File: src/rtl/accum_xcel_pkg.sv
// Shared types and constants for the accumulator accelerator.
// Build option: ACCUM_XCEL_BASE_ADDR_EN (used by accum_xcel_dpath / accum_xcel_fsm)
// adds a base_addr_i port that offsets every request address.
package accum_xcel_pkg;

    localparam int unsigned ADDR_NBITS = 16;
    localparam int unsigned DATA_NBITS = 32;

    typedef enum logic [1:0] {
        StIdle = 2'd0,
        StCalc = 2'd1,
        StDone = 2'd2
    } state_e;

endpackage

File: src/rtl/accum_xcel_dpath.sv
// Datapath of the accumulator accelerator: word index, latched size, running sum,
// held result and request address generation.
// Build option: ACCUM_XCEL_BASE_ADDR_EN adds base_addr_i (latched on start, low two
// bits forced to zero) and offsets the address by it, wrapping at 16 bits.
// Ports:
//   clk, rst        clock, synchronous active-high reset
//   start_i         accepted go: latch size (and base), clear index/sum/result
//   step_i          one accumulate beat (CALC)
//   size_i          word count to latch on start
//   base_addr_i     byte base address (option only)
//   memresp_data_i  read data for the current beat
//   idx_last_o      current beat is the final one
//   addr_o          byte address of the current beat
//   result_o        held sum of the completed run
module accum_xcel_dpath
    import accum_xcel_pkg::*;
#(
    parameter int unsigned p_size_nbits = 14
) (
    input  logic                    clk,
    input  logic                    rst,
    input  logic                    start_i,
    input  logic                    step_i,
    input  logic [p_size_nbits-1:0] size_i,
`ifdef ACCUM_XCEL_BASE_ADDR_EN
    input  logic [ADDR_NBITS-1:0]   base_addr_i,
`endif
    input  logic [DATA_NBITS-1:0]   memresp_data_i,
    output logic                    idx_last_o,
    output logic [ADDR_NBITS-1:0]   addr_o,
    output logic [DATA_NBITS-1:0]   result_o
);

    localparam logic [p_size_nbits-1:0] SizeOne = p_size_nbits'(1);

    logic [p_size_nbits-1:0] idx_q, idx_d;
    logic [p_size_nbits-1:0] size_q, size_d;
    logic [DATA_NBITS-1:0]   accum_q, accum_d;
    logic [DATA_NBITS-1:0]   result_q, result_d;
    logic [DATA_NBITS-1:0]   sum;
    logic [ADDR_NBITS-1:0]   offset;
`ifdef ACCUM_XCEL_BASE_ADDR_EN
    logic [ADDR_NBITS-1:0]   base_q, base_d;
`endif

    // Carry out of bit 31 is intentionally dropped.
    assign sum        = accum_q + memresp_data_i;
    assign idx_last_o = (idx_q == (size_q - SizeOne));
    assign offset     = ADDR_NBITS'({idx_q, 2'b00});

`ifdef ACCUM_XCEL_BASE_ADDR_EN
    assign addr_o = base_q + offset;
`else
    assign addr_o = offset;
`endif

    assign result_o = result_q;

    always_comb begin
        idx_d    = idx_q;
        size_d   = size_q;
        accum_d  = accum_q;
        result_d = result_q;
`ifdef ACCUM_XCEL_BASE_ADDR_EN
        base_d   = base_q;
`endif
        if (start_i) begin
            idx_d    = '0;
            size_d   = size_i;
            accum_d  = '0;
            result_d = '0;
`ifdef ACCUM_XCEL_BASE_ADDR_EN
            base_d   = {base_addr_i[ADDR_NBITS-1:2], 2'b00};
`endif
        end else if (step_i) begin
            idx_d   = idx_q + SizeOne;
            accum_d = sum;
            // Result only updates on the final beat so it reads 0 throughout CALC.
            if (idx_last_o) begin
                result_d = sum;
            end
        end
    end

    always_ff @(posedge clk) begin
        if (rst) begin
            idx_q    <= '0;
            size_q   <= '0;
            accum_q  <= '0;
            result_q <= '0;
`ifdef ACCUM_XCEL_BASE_ADDR_EN
            base_q   <= '0;
`endif
        end else begin
            idx_q    <= idx_d;
            size_q   <= size_d;
            accum_q  <= accum_d;
            result_q <= result_d;
`ifdef ACCUM_XCEL_BASE_ADDR_EN
            base_q   <= base_d;
`endif
        end
    end

endmodule

File: src/rtl/accum_xcel_fsm.sv
// Accumulator accelerator top: reads `size` consecutive words from the data memory
// (one per cycle, same-cycle response) and holds their 32-bit sum with a done flag.
// Build option: ACCUM_XCEL_BASE_ADDR_EN adds base_addr_i to offset all addresses.
// Ports:
//   clk, rst        clock, synchronous active-high reset
//   go_i            start pulse, honoured only in IDLE or DONE
//   size_i          number of words to sum, latched on accepted go
//   base_addr_i     byte base address (option only)
//   memreq_val_o    read request valid (CALC only)
//   memreq_addr_o   byte address of the request, 0 when not requesting
//   memresp_data_i  read data, valid in the same cycle as the request
//   result_o        accumulated sum
//   done_o          high while in DONE
module accum_xcel_fsm
    import accum_xcel_pkg::*;
#(
    parameter int unsigned p_size_nbits = 14
) (
    input  logic                    clk,
    input  logic                    rst,
    input  logic                    go_i,
    input  logic [p_size_nbits-1:0] size_i,
`ifdef ACCUM_XCEL_BASE_ADDR_EN
    input  logic [ADDR_NBITS-1:0]   base_addr_i,
`endif
    output logic                    memreq_val_o,
    output logic [ADDR_NBITS-1:0]   memreq_addr_o,
    input  logic [DATA_NBITS-1:0]   memresp_data_i,
    output logic [DATA_NBITS-1:0]   result_o,
    output logic                    done_o
);

    state_e state_q, state_d;

    logic                  start;
    logic                  step;
    logic                  idx_last;
    logic [ADDR_NBITS-1:0] dpath_addr;

    accum_xcel_dpath #(
        .p_size_nbits (p_size_nbits)
    ) u_dpath (
        .clk            (clk),
        .rst            (rst),
        .start_i        (start),
        .step_i         (step),
        .size_i         (size_i),
`ifdef ACCUM_XCEL_BASE_ADDR_EN
        .base_addr_i    (base_addr_i),
`endif
        .memresp_data_i (memresp_data_i),
        .idx_last_o     (idx_last),
        .addr_o         (dpath_addr),
        .result_o       (result_o)
    );

    always_comb begin
        state_d       = state_q;
        start         = 1'b0;
        step          = 1'b0;
        memreq_val_o  = 1'b0;
        memreq_addr_o = '0;
        done_o        = 1'b0;
        unique case (state_q)
            StIdle, StDone: begin
                done_o = (state_q == StDone);
                if (go_i) begin
                    start   = 1'b1;
                    state_d = (size_i == '0) ? StDone : StCalc;
                end
            end
            StCalc: begin
                memreq_val_o  = 1'b1;
                memreq_addr_o = dpath_addr;
                step          = 1'b1;
                if (idx_last) begin
                    state_d = StDone;
                end
            end
            default: state_d = StIdle;
        endcase
    end

    always_ff @(posedge clk) begin
        if (rst) begin
            state_q <= StIdle;
        end else begin
            state_q <= state_d;
        end
    end

endmodule
File: config.mk
export PLATFORM = sky130hd
export DESIGN_NAME = accum_xcel_fsm
export DESIGN_NICKNAME = d
export VERILOG_FILES = /design/src/rtl/accum_xcel_pkg.sv /design/src/rtl/accum_xcel_dpath.sv /design/src/rtl/accum_xcel_fsm.sv
export SDC_FILE = /design/constraint.sdc
export NUM_CORES = 1
export LEC_CHECK = 0
export ABC_AREA = 1
export CORE_ASPECT_RATIO = 1.5
export CORE_UTILIZATION = 40
export DETAILED_ROUTE_END_ITERATION = 10
export DONT_BUFFER_PORTS = 1
export GPL_TIMING_DRIVEN = 0
export PLACE_DENSITY = 0.56
export SLEW_MARGIN = 20
export SYNTH_ARGS = -nofsm -noshare
export SYNTH_HDL_FRONTEND = slang
export SYNTH_SLANG_ARGS = --single-unit
File: constraint.sdc
create_clock -name clk -period 2.1 [get_ports clk]
set_input_delay 0.21 -clock clk [delete_from_list [all_inputs] [get_ports clk]]
set_output_delay 0.21 -clock clk [all_outputs]
set_load 0.02 [all_outputs]
# == After elaboration in Yosys (flattened, before gate mapping) ==
# Cells that the tools add are included.
# totals
ff_bits,94
latch_bits,0
ram_bits,0
rom_bits,0
out_inout_bits,50
wordCells,28
memories,0
# classes
add_sub_neg,3
n_mul,0
div,0
n_lt_le_gt_ge,0
eq_ne,5
shifts,0
mux,9
bitwise_logic,0
n_reduce_logical,6
# ops
operator,count
32-bit adder,1
16-bit two-way mux,1
14-bit by 1-bit adder with 14-bit output (second input constant),1
14-bit equality test,1
14-bit zero test,1
14-bit by 1-bit subtractor with 14-bit output (second input constant),1
2-bit two-way mux,3
1-bit two-way mux,4
2-bit != test (second input constant),2
2-bit case mux with 2 select lines,1
2-bit AND reduction,2
2-bit OR reduction,2
2-bit by 1-bit equality test with 1-bit output (second input constant),1
2-bit equality test (second input constant),1
2-bit zero test,1

# == Longest topological paths before layout ==
# Gate-level depths: netlist of the first run.
# depth
ltp_word,4
mapped_depth,16
depth_no_buf,16

# == Modules after synthesis ==
# Synthesis of the first run repeated with hierarchy kept, for this count alone.
# unflattened
hier_cells,1110
area_unflattened_um2,6710.2
# modules_own_cells
mod,n_inst,cells_each,area_each_um2
accum_xcel_dpath,1,1046,6422.4
accum_xcel_fsm,1,64,287.8

# == Worst setup path after synthesis of the first run ==
# No wires, ideal clock.
# synth_timing
path_kind,register to register
start,reg u_dpath.accum_q[0]
end,reg u_dpath.result_q[10] (netlist: u_dpath.result_o[10])
setup_time_ps,116
arrival_time_ps,1887
required_ps,1984
setup_slack_ps,97
stages_incl_launch_ff,14
n_path_buf,0
path_cell_list,dfxtp_1 ha_1 fa_1 nand3_1 nand2_1 nand2_1 nand2_1 nand2_1 nand2_1 nand2_1 inv_1 or2_2 o21ai_0 nor2_1
# synth_between
elab_chain_cells,1
# synth_lines
element,line_no,source
"start, declared",accum_xcel_dpath.sv:38,"logic [DATA_NBITS-1:0] accum_q, accum_d;"
"start signal, assigned",accum_xcel_dpath.sv:97,accum_q <= accum_d;
32-bit adder,accum_xcel_dpath.sv:47,assign sum = accum_q + memresp_data_i;
"end signal, assigned",accum_xcel_dpath.sv:98,result_q <= result_d;
"end, declared",accum_xcel_dpath.sv:39,"logic [DATA_NBITS-1:0] result_q, result_d;"
# Every way passes these cells.
# A chain may end at the register's enable or synchronous reset.

# == Worst setup path in the final report of the first run ==
# layout_timing
start,reg u_dpath.size_q[0]
end,reg u_dpath.result_q[19] (netlist: u_dpath.result_o[19])
# layout_between
elab_chain_cells,3
# layout_lines
element,line_no,source
"start, declared",accum_xcel_dpath.sv:37,"logic [p_size_nbits-1:0] size_q, size_d;"
"start signal, assigned",accum_xcel_dpath.sv:96,size_q <= size_d;
14-bit by 1-bit subtractor with 14-bit output,accum_xcel_dpath.sv:48,assign idx_last_o = (idx_q == (size_q - SizeOne));
14-bit equality test,accum_xcel_dpath.sv:48,
2-bit AND reduction (no line),-,
# Every way passes these cells.

==> results of run 1 <==
## cell type report
type | count | area, um^2 | share of cell area, %
Clock inverter | 5 | 58.8 | 0.754
Clock buffer | 11 | 233 | 2.98
Multi-Input combinational cell | 751 | 4250 | 54.5
Inverter | 195 | 741 | 9.50
Tap cell | 203 | 254 | 3.26
Sequential cell | 94 | 1890 | 24.2
Buffer | 27 | 196 | 2.52
Timing Repair Buffer | 19 | 175 | 2.25
## cells in the mapped netlist (17+ instances only)
master	n
ha_1	33
dfxtp_1	94
o21ai_0	51
a21oi_1	52
inv_1	191
nand3_1	45
nand2_1	274
nor2_1	178
xnor2_1	17
nor3_1	20
clkbuf_1	18
## critical path, cell delays in order (launching register included)
cell,delay [ps]
dfxtp_4,380
inv_8,40
ha_4,250
inv_2,30
nand2_1,50
nand2_1,40
nor2_1,100
nand3_1,130
nor2_2,130
nand3_2,100
nor2_4,140
nand4_4,230
clkbuf_16,250
nand2_4,50
nand2_2,40
nor2_1,100
## power groups by stage
stage / Sequential [mW] / Combinational [mW] / Clock (mW)
3_3_place_gp: 1.94 / 1.09 / 0
3_5_place_dp: 1.94 / 1.09 / 0
4_1_cts: 1.90 / 1.17 / 1.74
2_1_floorplan: 1.93 / 0.827 / 0
6_report: 1.91 / 1.25 / 1.72
5_1_grt: 1.92 / 1.41 / 1.80
## layout by cell type (no fill, tap or decap), types with 7 or more instances in the layout
master	n
nand2_1	238
inv_1	187
nor2_1	153
dfxtp_1	90
a21oi_1	43
nand3_1	38
nand2_2	33
o21ai_0	33
ha_1	21
nor2_4	18
xnor2_1	17
nor3_1	17
buf_4	16
nor2_2	15
o21ai_1	12
clkbuf_1	11
o211ai_1	11
a211oi_1	11
clkbuf_16	10
a21oi_2	9
nand4_1	9
ha_4	9
xor2_1	7
## per-stage QoR
stage	setup TNS [ps]	cells	utilization, %
after floorplan	0	1067	-
after global placement	-11190	1270	42.8
after detailed placement	-13400	1270	42.8
after CTS	-84.6	1298	46.9
after global routing	-5230	1305	49.7
final	-116	1305	49.7
## logic make-up after synthesis
family / after synthesis / share of synthesized area [%]
DFF: 94 / 29.1
AOI/OAI and AO/OA: 138 / 12.0
adders and majority gates: 34 / 6.70
other: 1 / 0.0580
xor gates and xnor gates: 25 / 3.39
and+or+nand+nor: 552 / 35.4
buffers and inverters: 222 / 13.3
## flip-flops by register name, summed over array words and instances (netlist names)
signal,cells
state_q,2
u_dpath.accum_q,32
u_dpath.idx_q,14
u_dpath.result_o,32
u_dpath.size_q,14
## worst max-delay path by stage
stage	to	slack [ps]	cells after the start
6_report	u_dpath.result_o[19]	-30	15
5_1_grt	u_dpath.result_o[30]	-200	15
4_1_cts	u_dpath.result_o[22]	-30	15
3_5_place_dp	u_dpath.result_o[20]	-440	12
3_3_place_gp	u_dpath.result_o[20]	-390	12
2_1_floorplan	u_dpath.result_o[10]	100	13
## routing by layer
metal | global-route usage, % | vias to the layer above
met1 | 24.6 | 2874
met4 | 12.6 | 0
li1 | - | 3379
met2 | 50.3 | 101
met3 | 4.41 | 32
met5 | 0 | -
## timing repair
| action | 4_1_cts | 5_1_grt |
|---|---|---|
| resized for setup | 83 | 108 |
| gates cloned | 0 | 1 |
| buffers inserted | 9 | 6 |
| hold endpoints to repair | 3 | 0 |
| hold buffers | 3 | 0 |
| pin swaps | 6 | 12 |
| endpoints found under the setup margin | 76 | 59 |
==> impl_metrics.py, run 1 <==
metrics = {
    "status": {
        "status": "complete, but fails checks",
        "violations": "setup timing",
    },
    "synth": {
        "yosysWarnings": 0,
        "synth.top_cell.area_share_pct": 29.1,
        "synth.avg_cell_area_um2": 6.06,
        "ys_types": 37,
        "synthFlopType": "dfxtp_1",
        "syn_inst": 1066,
        "synth_edf_count": 0,
        "ys_seq_elements": 94,
        "syn_area_um2": 6460,
        "seq_area_frac_synth_pct": 29.1,
        "synth_area_leaders": "dfxtp_1 29%, nand2_1 16%, inv_1 11%",
        "async_reset_ff_share_pct": 0,
        "yosysTopAreaCell": "dfxtp_1",
    },
    "pwr": {
        "p_int_mw": 3.21,
        "p_leak_nw": 3.74,
        "total_power_mw": 4.88,
        "cellPowerDensity_nw_per_um2": 625,
        "p_comb_share_pct": 25.7,
        "sw_frac_of_total_pct": 34.2,
        "p_seq_share_pct": 39.1,
        "netSwitchingPower_mw": 1.67,
        "clkPwrFrac_pct": 35.2,
        "ir_worst_vdd_uv": 322,
    },
    "drt": {
        "drtPass1Iterations": 4,
        "dr.first_iter.drc_count": 230,
        "post-route-drc-count": 0,
        "wire_per_inst_um": 15.6,
        "route.met3.wl_um": 954,
        "vias_per_cell": 4.89,
        "drt-met1-wl_um": 7750,
        "vias": 6386,
        "top_layer": "met4",
        "ant_nets": 0,
        "finalWirelength_um": 20400,
        "route.met2.wl_um": 11100,
    },
    "grt": {
        "grt_max_degree": 16,
        "grt_pass1_wl_um": 31900,
        "gr-total-overflow": 0,
        "antenna_found_initial": 0,
        "grt_pass1_vias": 6365,
        "gr-usage-all-layers_pct": 25.3,
    },
    "setup_path": {
        "r2r-start": "u_dpath.size_q[0]",
        "critPathArrivalTime_ps": 2440,
        "critPathLaunch": "u_dpath.size_q[0]",
        "reg2regPathDepth": 15,
        "cp-start-kind": "flop",
        "crit_path_end_kind": "flop",
        "r2r_setup_slack_ps": -30,
        "critPathKind": "flop to flop",
        "worstPathMaxFanout": 6,
        "crit_required_ps": 2410,
        "r2r-end": "u_dpath.result_o[19]",
    },
    "sta": {
        "max_slew_margin_pct": 55.5,
        "min_period_over_period_pct": 101,
        "setup_ws_ps": -28.4,
        "skew_ps": 10.3,
        "rsz0062_at_grt": "yes",
        "finalHoldViolations": 0,
        "setup_viol": 12,
        "worst_slew_pin_slew_ps": 668,
        "whs_ps": 13.6,
        "drv_slew": 0,
        "min_period_ps": 2130,
        "max_freq_ghz": 0.470,
    },
    "floorplanning": {
        "rows": 56,
        "core_area_um2": 15700,
        "ios": 99,
        "die_area_um2": 16700,
        "start_util_pct": 41.2,
        "die_x_um": 106,
        "die_height_um": 158,
    },
    "min_path": {
        "holdPathStages": 2,
        "hp-class": "primary input to flop",
        "hold_end": "u_dpath.size_q[5]",
        "min-delay-start": "size_i[5]",
    },
    "placement": {
        "place_area_um2": 6720,
        "gp_congestion": 0.874,
        "portBuffers": 0,
        "dp_slack_ps": -441,
        "dp.final_hpwl_um": 16200,
    },
    "clock_network": {
        "clock-sinks": 94,
        "clock_latency_ps": 370,
        "path_clk_slew_ps": 70,
        "cts_tree": "yes",
        "cts_buffers": 9,
        "cts_buffer_depth": 2,
        "root_buffer": "clkbuf_16",
        "cts_max_level": 3,
    },
    "final_layout": {
        "final_nets": 1180,
        "syn2layout_area_growth_pct": 20.7,
        "n_fill_cell": 1674,
        "drive_above_1_share_pct": 16.0,
        "fin_area_um2": 7800,
        "diodes": 0,
    },
    "job": {
        "maxCapViolations": 0,
    },
}
No activity file was read; power rests on OpenSTA's default activity.
==> inputs of run 2 (changes only) <==
SYNTH_HIERARCHICAL = 1   (was unset)
==> run 2 against run 1 <==
Compared with the run above: global-route usage up 0.96 points; highest routed layer unchanged; non-clock buffer count up 8; via count up 7.9%; maximum frequency is 4.1% higher; total power increased by 5.2%; register-to-register slack improved by 80 ps; the flow now finishes without violations; sequential power about the same; critical path type unchanged; critical endpoint is now u_dpath/result_o[22]; largest cell class unchanged; clock skew is 1.9 ps higher; wire length rose by 9.7%; clock power increased by 4%; core utilization increased by 0.28 points; design area rose by 4.7%.
==> impl_metrics.py, run 2 <==
metrics = {
    "status": {
        "status": "finished, final reports clean",
    },
    "floorplanning": {
        "ios": 99,
        "die_x_um": 108,
        "core_area_um2": 16300,
        "die_height_um": 161,
        "rows": 57,
        "start_util_pct": 41.1,
        "die_area_um2": 17300,
    },
    "final_layout": {
        "fin_area_um2": 8160,
        "drive_above_1_share_pct": 19.2,
        "layout_common_cells": "225 x nand2_1, 178 x nor2_1, 161 x inv_1, 90 x dfxtp_1, 63 x nand3_1",
        "final_nets": 1234,
        "final_common_cell": "nand2_1",
        "fin_util_pct": 50.0,
        "diodes": 0,
        "syn2layout_area_growth_pct": 21.6,
        "stdcell_count": 1362,
    },
    "setup_path": {
        "critPathKind": "flop to flop",
        "worstPathMaxFanout": 10,
        "reg2regPathDepth": 15,
        "crit_path_end_kind": "flop",
        "r2r-start": "u_dpath/size_q[0]",
        "max_stage_delay_ps": 360,
        "crit_top_cell": "nand2_1",
        "cpMaxStageDelayCell": "dfxtp_2",
        "worstPathCellList": "clkinv_4, ha_4, or2_1, nand2_1, nand2_1, nand2_2, nand2_2, nor2_2, nand3_2, nor2_4, nand3_4, buf_6, nand2_1, nand2_1, nor2_1",
        "r2r-end": "u_dpath/result_o[22]",
        "critPathArrivalTime_ps": 2350,
        "cp-start-kind": "flop",
        "r2r_setup_slack_ps": 50,
        "crit_required_ps": 2400,
    },
    "synth": {
        "synth.avg_cell_area_um2": 6.05,
        "synth_edf_count": 0,
        "synthFlopType": "dfxtp_1",
        "ys_types": 41,
        "syn_inst": 1110,
        "synth_area_leaders": "dfxtp_1 28%, nand2_1 14%, nor2_1 11%",
        "yosysTopAreaCell": "dfxtp_1",
        "ys_seq_elements": 94,
        "async_reset_ff_share_pct": 0,
        "seq_area_frac_synth_pct": 28.0,
        "ys_top_cells_by_count": "257 x nand2_1, 204 x nor2_1, 170 x inv_1",
        "yosysMostFrequentCell": "nand2_1",
        "syn_area_um2": 6710,
        "yosysWarnings": 6,
        "synth.top_cell.area_share_pct": 28.0,
    },
    "drt": {
        "drtPass1Iterations": 5,
        "wire_per_inst_um": 16.4,
        "vias_per_cell": 5.06,
        "dr.first_iter.drc_count": 297,
        "post-route-drc-count": 0,
        "ant_nets": 0,
        "finalWirelength_um": 22400,
        "vias": 6892,
    },
    "pwr": {
        "p_seq_share_pct": 37.4,
        "cellPowerDensity_nw_per_um2": 629,
        "p_comb_share_pct": 27.7,
        "ir_worst_vdd_uv": 433,
        "p_leak_nw": 3.77,
        "total_power_mw": 5.13,
        "netSwitchingPower_mw": 1.84,
        "sw_frac_of_total_pct": 35.9,
        "clkPwrFrac_pct": 34.9,
        "p_int_mw": 3.29,
    },
    "sta": {
        "skew_ps": 12.2,
        "setup_viol": 0,
        "min_period_ps": 2050,
        "max_freq_ghz": 0.489,
        "max_slew_margin_pct": 56.7,
        "min_period_over_period_pct": 97.4,
        "drv_slew": 0,
        "worst_slew_pin_slew_ps": 650,
        "rsz0062_at_grt": "yes",
        "setup_ws_ps": 54.9,
        "finalHoldViolations": 0,
    },
    "grt": {
        "gr-total-overflow": 0,
        "gr-usage-all-layers_pct": 26.2,
        "grt_pass1_wl_um": 33900,
        "antenna_found_initial": 0,
        "grt_max_degree": 19,
        "grt_pass1_vias": 6711,
    },
    "clock_network": {
        "clock-sinks": 94,
        "clock_latency_ps": 360,
        "cts_buffer_depth": 2,
        "cts_buffers": 9,
        "cts_max_level": 3,
        "path_clk_slew_ps": 70,
        "cts_tree": "yes",
        "root_buffer": "clkbuf_16",
    },
    "job": {
        "maxCapViolations": 0,
    },
    "min_path": {
        "hp-class": "primary input to flop",
        "hold_end": "u_dpath/size_q[4]",
        "min-delay-start": "size_i[4]",
        "holdPathStages": 2,
    },
    "placement": {
        "dpl.cell_count": 1317,
        "dp.final_hpwl_um": 17800,
        "gp_congestion": 0.956,
        "dp_slack_ps": -411,
        "place_area_um2": 6970,
        "portBuffers": 0,
    },
}
-- run 2: cell count changes in the layout (fill, tap and decap cells not counted), moves of 11 or more --
cell / before / now
nand2_1: 238 / 225
o21ai_0: 33 / 50
a21oi_2: 9 / 22
xnor2_1: 17 / 6
nor2_1: 153 / 178
inv_1: 187 / 161
nand3_1: 38 / 63
-- run 2: kinds of logic (layout without fill, tap and decap cells) --
logic type	count (synthesis)	after routing	synth area share, %
AND/OR/NAND/NOR	593	593	37.6
buffers and inverters	197	242	11.5
XOR/XNOR	21	21	2.74
adder cells (fa/ha/maj)	34	34	6.45
AO/OA/AOI/OAI	170	170	13.6
flip-flops	94	94	28.0
other	1	2	0.0559
-- run 2: cell type report --
type,instances,area [um^2]
buffer,24,154
clock buffer,9,225
clock inverter,7,91.3
fill,1733,8170
inverter,172,661
multi-input combinational,820,4600
sequential,94,1890
tap,206,258
timing repair buffer,30,280
-- run 2: power by group through the flow --
stage	clock (mW)	combinational, mW	sequential, mW
global route	1.92	1.58	1.93
finish	1.79	1.42	1.92
global placement	0	1.20	1.95
CTS	1.84	1.28	1.91
detailed placement	0	1.21	1.95
floorplan	0	0.893	1.93
-- run 2: through the flow --
step	setup TNS, ps	hold slack [ps]
floorplan	0	272
global placement	-17610	276
detailed placement	-18060	275
CTS	-39.8	44.2
global route	-2020	49.9
finish	0	49.1
-- run 2: repair_timing --
action / CTS / global route
gates cloned: 0 / 1
endpoints found under the hold margin: 8 / 0
resized for setup: 50 / 146
setup endpoints to repair: 72 / 63
hold buffers: 7 / 0
buffers inserted: 8 / 14
pin swaps: 7 / 28
-- run 2: worst max-delay path by stage --
stage,to,from,cells after the start,slack (ps)
final,u_dpath/result_o[22],u_dpath/size_q[0],15,50
after CTS,u_dpath/idx_q[13],state_q[1],15,-40
after global placement,u_dpath/idx_q[13],state_q[0],14,-430
after global routing,u_dpath/result_o[29],u_dpath/size_q[0],15,-110
after floorplan,u_dpath/idx_q[13],state_q[0],14,40
after detailed placement,u_dpath/idx_q[13],state_q[0],14,-410
-- run 2: per-layer routing --
layer	vias to the layer above	track usage [%]	part of all wire (%)
li1	3588	-	-
met3	51	5.44	4.2
met5	-	0	0
met2	156	51.1	56
met1	3097	24.8	36
met4	0	14.0	4.3
-- run 2: worst max-delay path: cells and delay by family (launching register included) --
kind / cells / cell delay [ps]
and+or+nand+nor: 12 / 1200
DFF: 1 / 360
buffers and inverters: 2 / 250
adders and majority gates: 1 / 170
==> patch, RTL diff (flow settings as in run 1) <==
Put a register stage on the output `result_o`. The value now appears one clock later. The other outputs are not delayed to match.
--- a/src/rtl/accum_xcel_fsm.sv
+++ b/src/rtl/accum_xcel_fsm.sv
@@ -30,6 +30,8 @@
     output logic                    done_o
 );
 
+    logic [DATA_NBITS-1:0] result_c;
+
     state_e state_q, state_d;
 
     logic                  start;
@@ -51,7 +53,7 @@
         .memresp_data_i (memresp_data_i),
         .idx_last_o     (idx_last),
         .addr_o         (dpath_addr),
-        .result_o       (result_o)
+        .result_o       (result_c)
     );
 
     always_comb begin
@@ -89,4 +91,8 @@
         end
     end
 
+    always_ff @(posedge clk) begin
+        result_o <= result_c;
+    end
+
 endmodule
Function: changed (Yosys sat finds a counterexample within 4 cycles, from zero or initial values and one cycle with rst high).
==> patch against run 1 <==
- the flow still finishes with violations (negative setup slack)
- sequential cell count grew 32
- critical path depth is 1 lower
- power is 44% higher
- area after synthesis increased by 15%
- hold slack improved by 9.2 ps
- first-iteration DRC count is 51% higher
- worst setup slack worse by 11 ps
- synthesized cell count up 9.9%
- combinational power is 21% higher
- count of clock-buffer cells in the layout up 7
- cell area is 19% higher
- critical path type unchanged
- wire length rose by 12%
==> patch: results (changes against run 1) <==
| Metric | Value |
|---|---|
| Final cell area excluding filler cells | `0.009258 sq mm (was 0.007800 sq mm)` |
| Met1 wire length | `8880 microns (was 7750 microns)` |
| Total met3 wirelength after detailed routing | `785 microns (was 954 microns)` |
| Final layout net count | `1,305 (was 1,180)` |
| TritonCTS Buffers | `17 (was 9)` |
| Area share of fa/ha/maj cells after synthesis | `5.800% (was 6.696%)` |
| Setup ws final | `-39.09 ps (was -28.42 ps)` |
| Number of sinks on the clock net | `126 (was 94)` |
| Violations in the final reports | `negative setup slack (unchanged)` |
| Worst Hold Slack | `22.79 ps (was 13.64 ps)` |
| Pre-antenna DRT Iters | `6 (was 4)` |
| Critical-path top delay cell | `sky130_fd_sc_hd__dfxtp_2 (was sky130_fd_sc_hd__dfxtp_4)` |
| Non-clock buffer count in the final layout | `60 (was 46)` |
| Pre-CTS setup slack | `-385.5 ps (was -440.9 ps)` |
| Compound-Gate Fraction of Synth Area | `9.739% (was 12.02%)` |
| HP Start | `size_i[8] (was size_i[5])` |
| Largest net degree at the start of global routing | `17 (was 16)` |
| Met1 Use GR | `24.61% (was 24.63%)` |
| Met2 Wirelength | `12,330 microns (was 11,140 microns)` |
| Total track usage | `24.13% (was 25.27%)` |
| Sequential cell area share | `27.34% (was 24.22%)` |
| Status | `finished with violations (unchanged)` |
| Leak Pwr | `4.388 nW (was 3.745 nW)` |
| Number of instances in the placed design | `1,421 (was 1,270)` |
| Dominant cells by area after synthesis | `sky130_fd_sc_hd__dfxtp_1, sky130_fd_sc_hd__nand2_1, sky130_fd_sc_hd__inv_1, sky130_fd_sc_hd__nor2_1, sky130_fd_sc_hd__ha_1 (unchanged)` |
| Width of the chip | `113.5 microns (was 105.8 microns)` |
| Clock network area share | `6.339% (was 3.738%)` |
| Distinct cell type count of the synthesized netlist | `39 (was 37)` |
| Post-Route WL | `22,800 microns (was 20,400 microns)` |
| Final setup violation count | `1 (was 12)` |
| H-tree depth reported by CTS | `4 (was 3)` |
| Final GP Congestion | `0.9189 (was 0.8739)` |
| GR Layer Usage met2 | `46.24% (was 50.33%)` |
patch: changes by cell type in the layout (fill, tap and decap cells not counted), moves of 7 or more:
cell	before	now
sky130_fd_sc_hd__clkbuf_16	10	17
sky130_fd_sc_hd__dfxtp_1	90	121
sky130_fd_sc_hd__dlygate4sd3_1	3	13
sky130_fd_sc_hd__ha_1	21	14
sky130_fd_sc_hd__nand2_1	238	313
sky130_fd_sc_hd__nand3_1	38	52
sky130_fd_sc_hd__nand3_2	6	16
sky130_fd_sc_hd__nand4_1	9	27
sky130_fd_sc_hd__nor2_1	153	112
sky130_fd_sc_hd__nor2_2	15	30
sky130_fd_sc_hd__o211ai_1	11	19
sky130_fd_sc_hd__o21ai_0	33	24
patch: where the power goes:
| group | switching (mW) | total [mW] | internal (mW) |
|---|---|---|---|
| combinational | 0.979 | 1.51 | 0.534 |
| clock | 1.20 | 2.97 | 1.77 |
| sequential | 0.0688 | 2.53 | 2.46 |
| total | 2.25 | 7.01 | 4.76 |
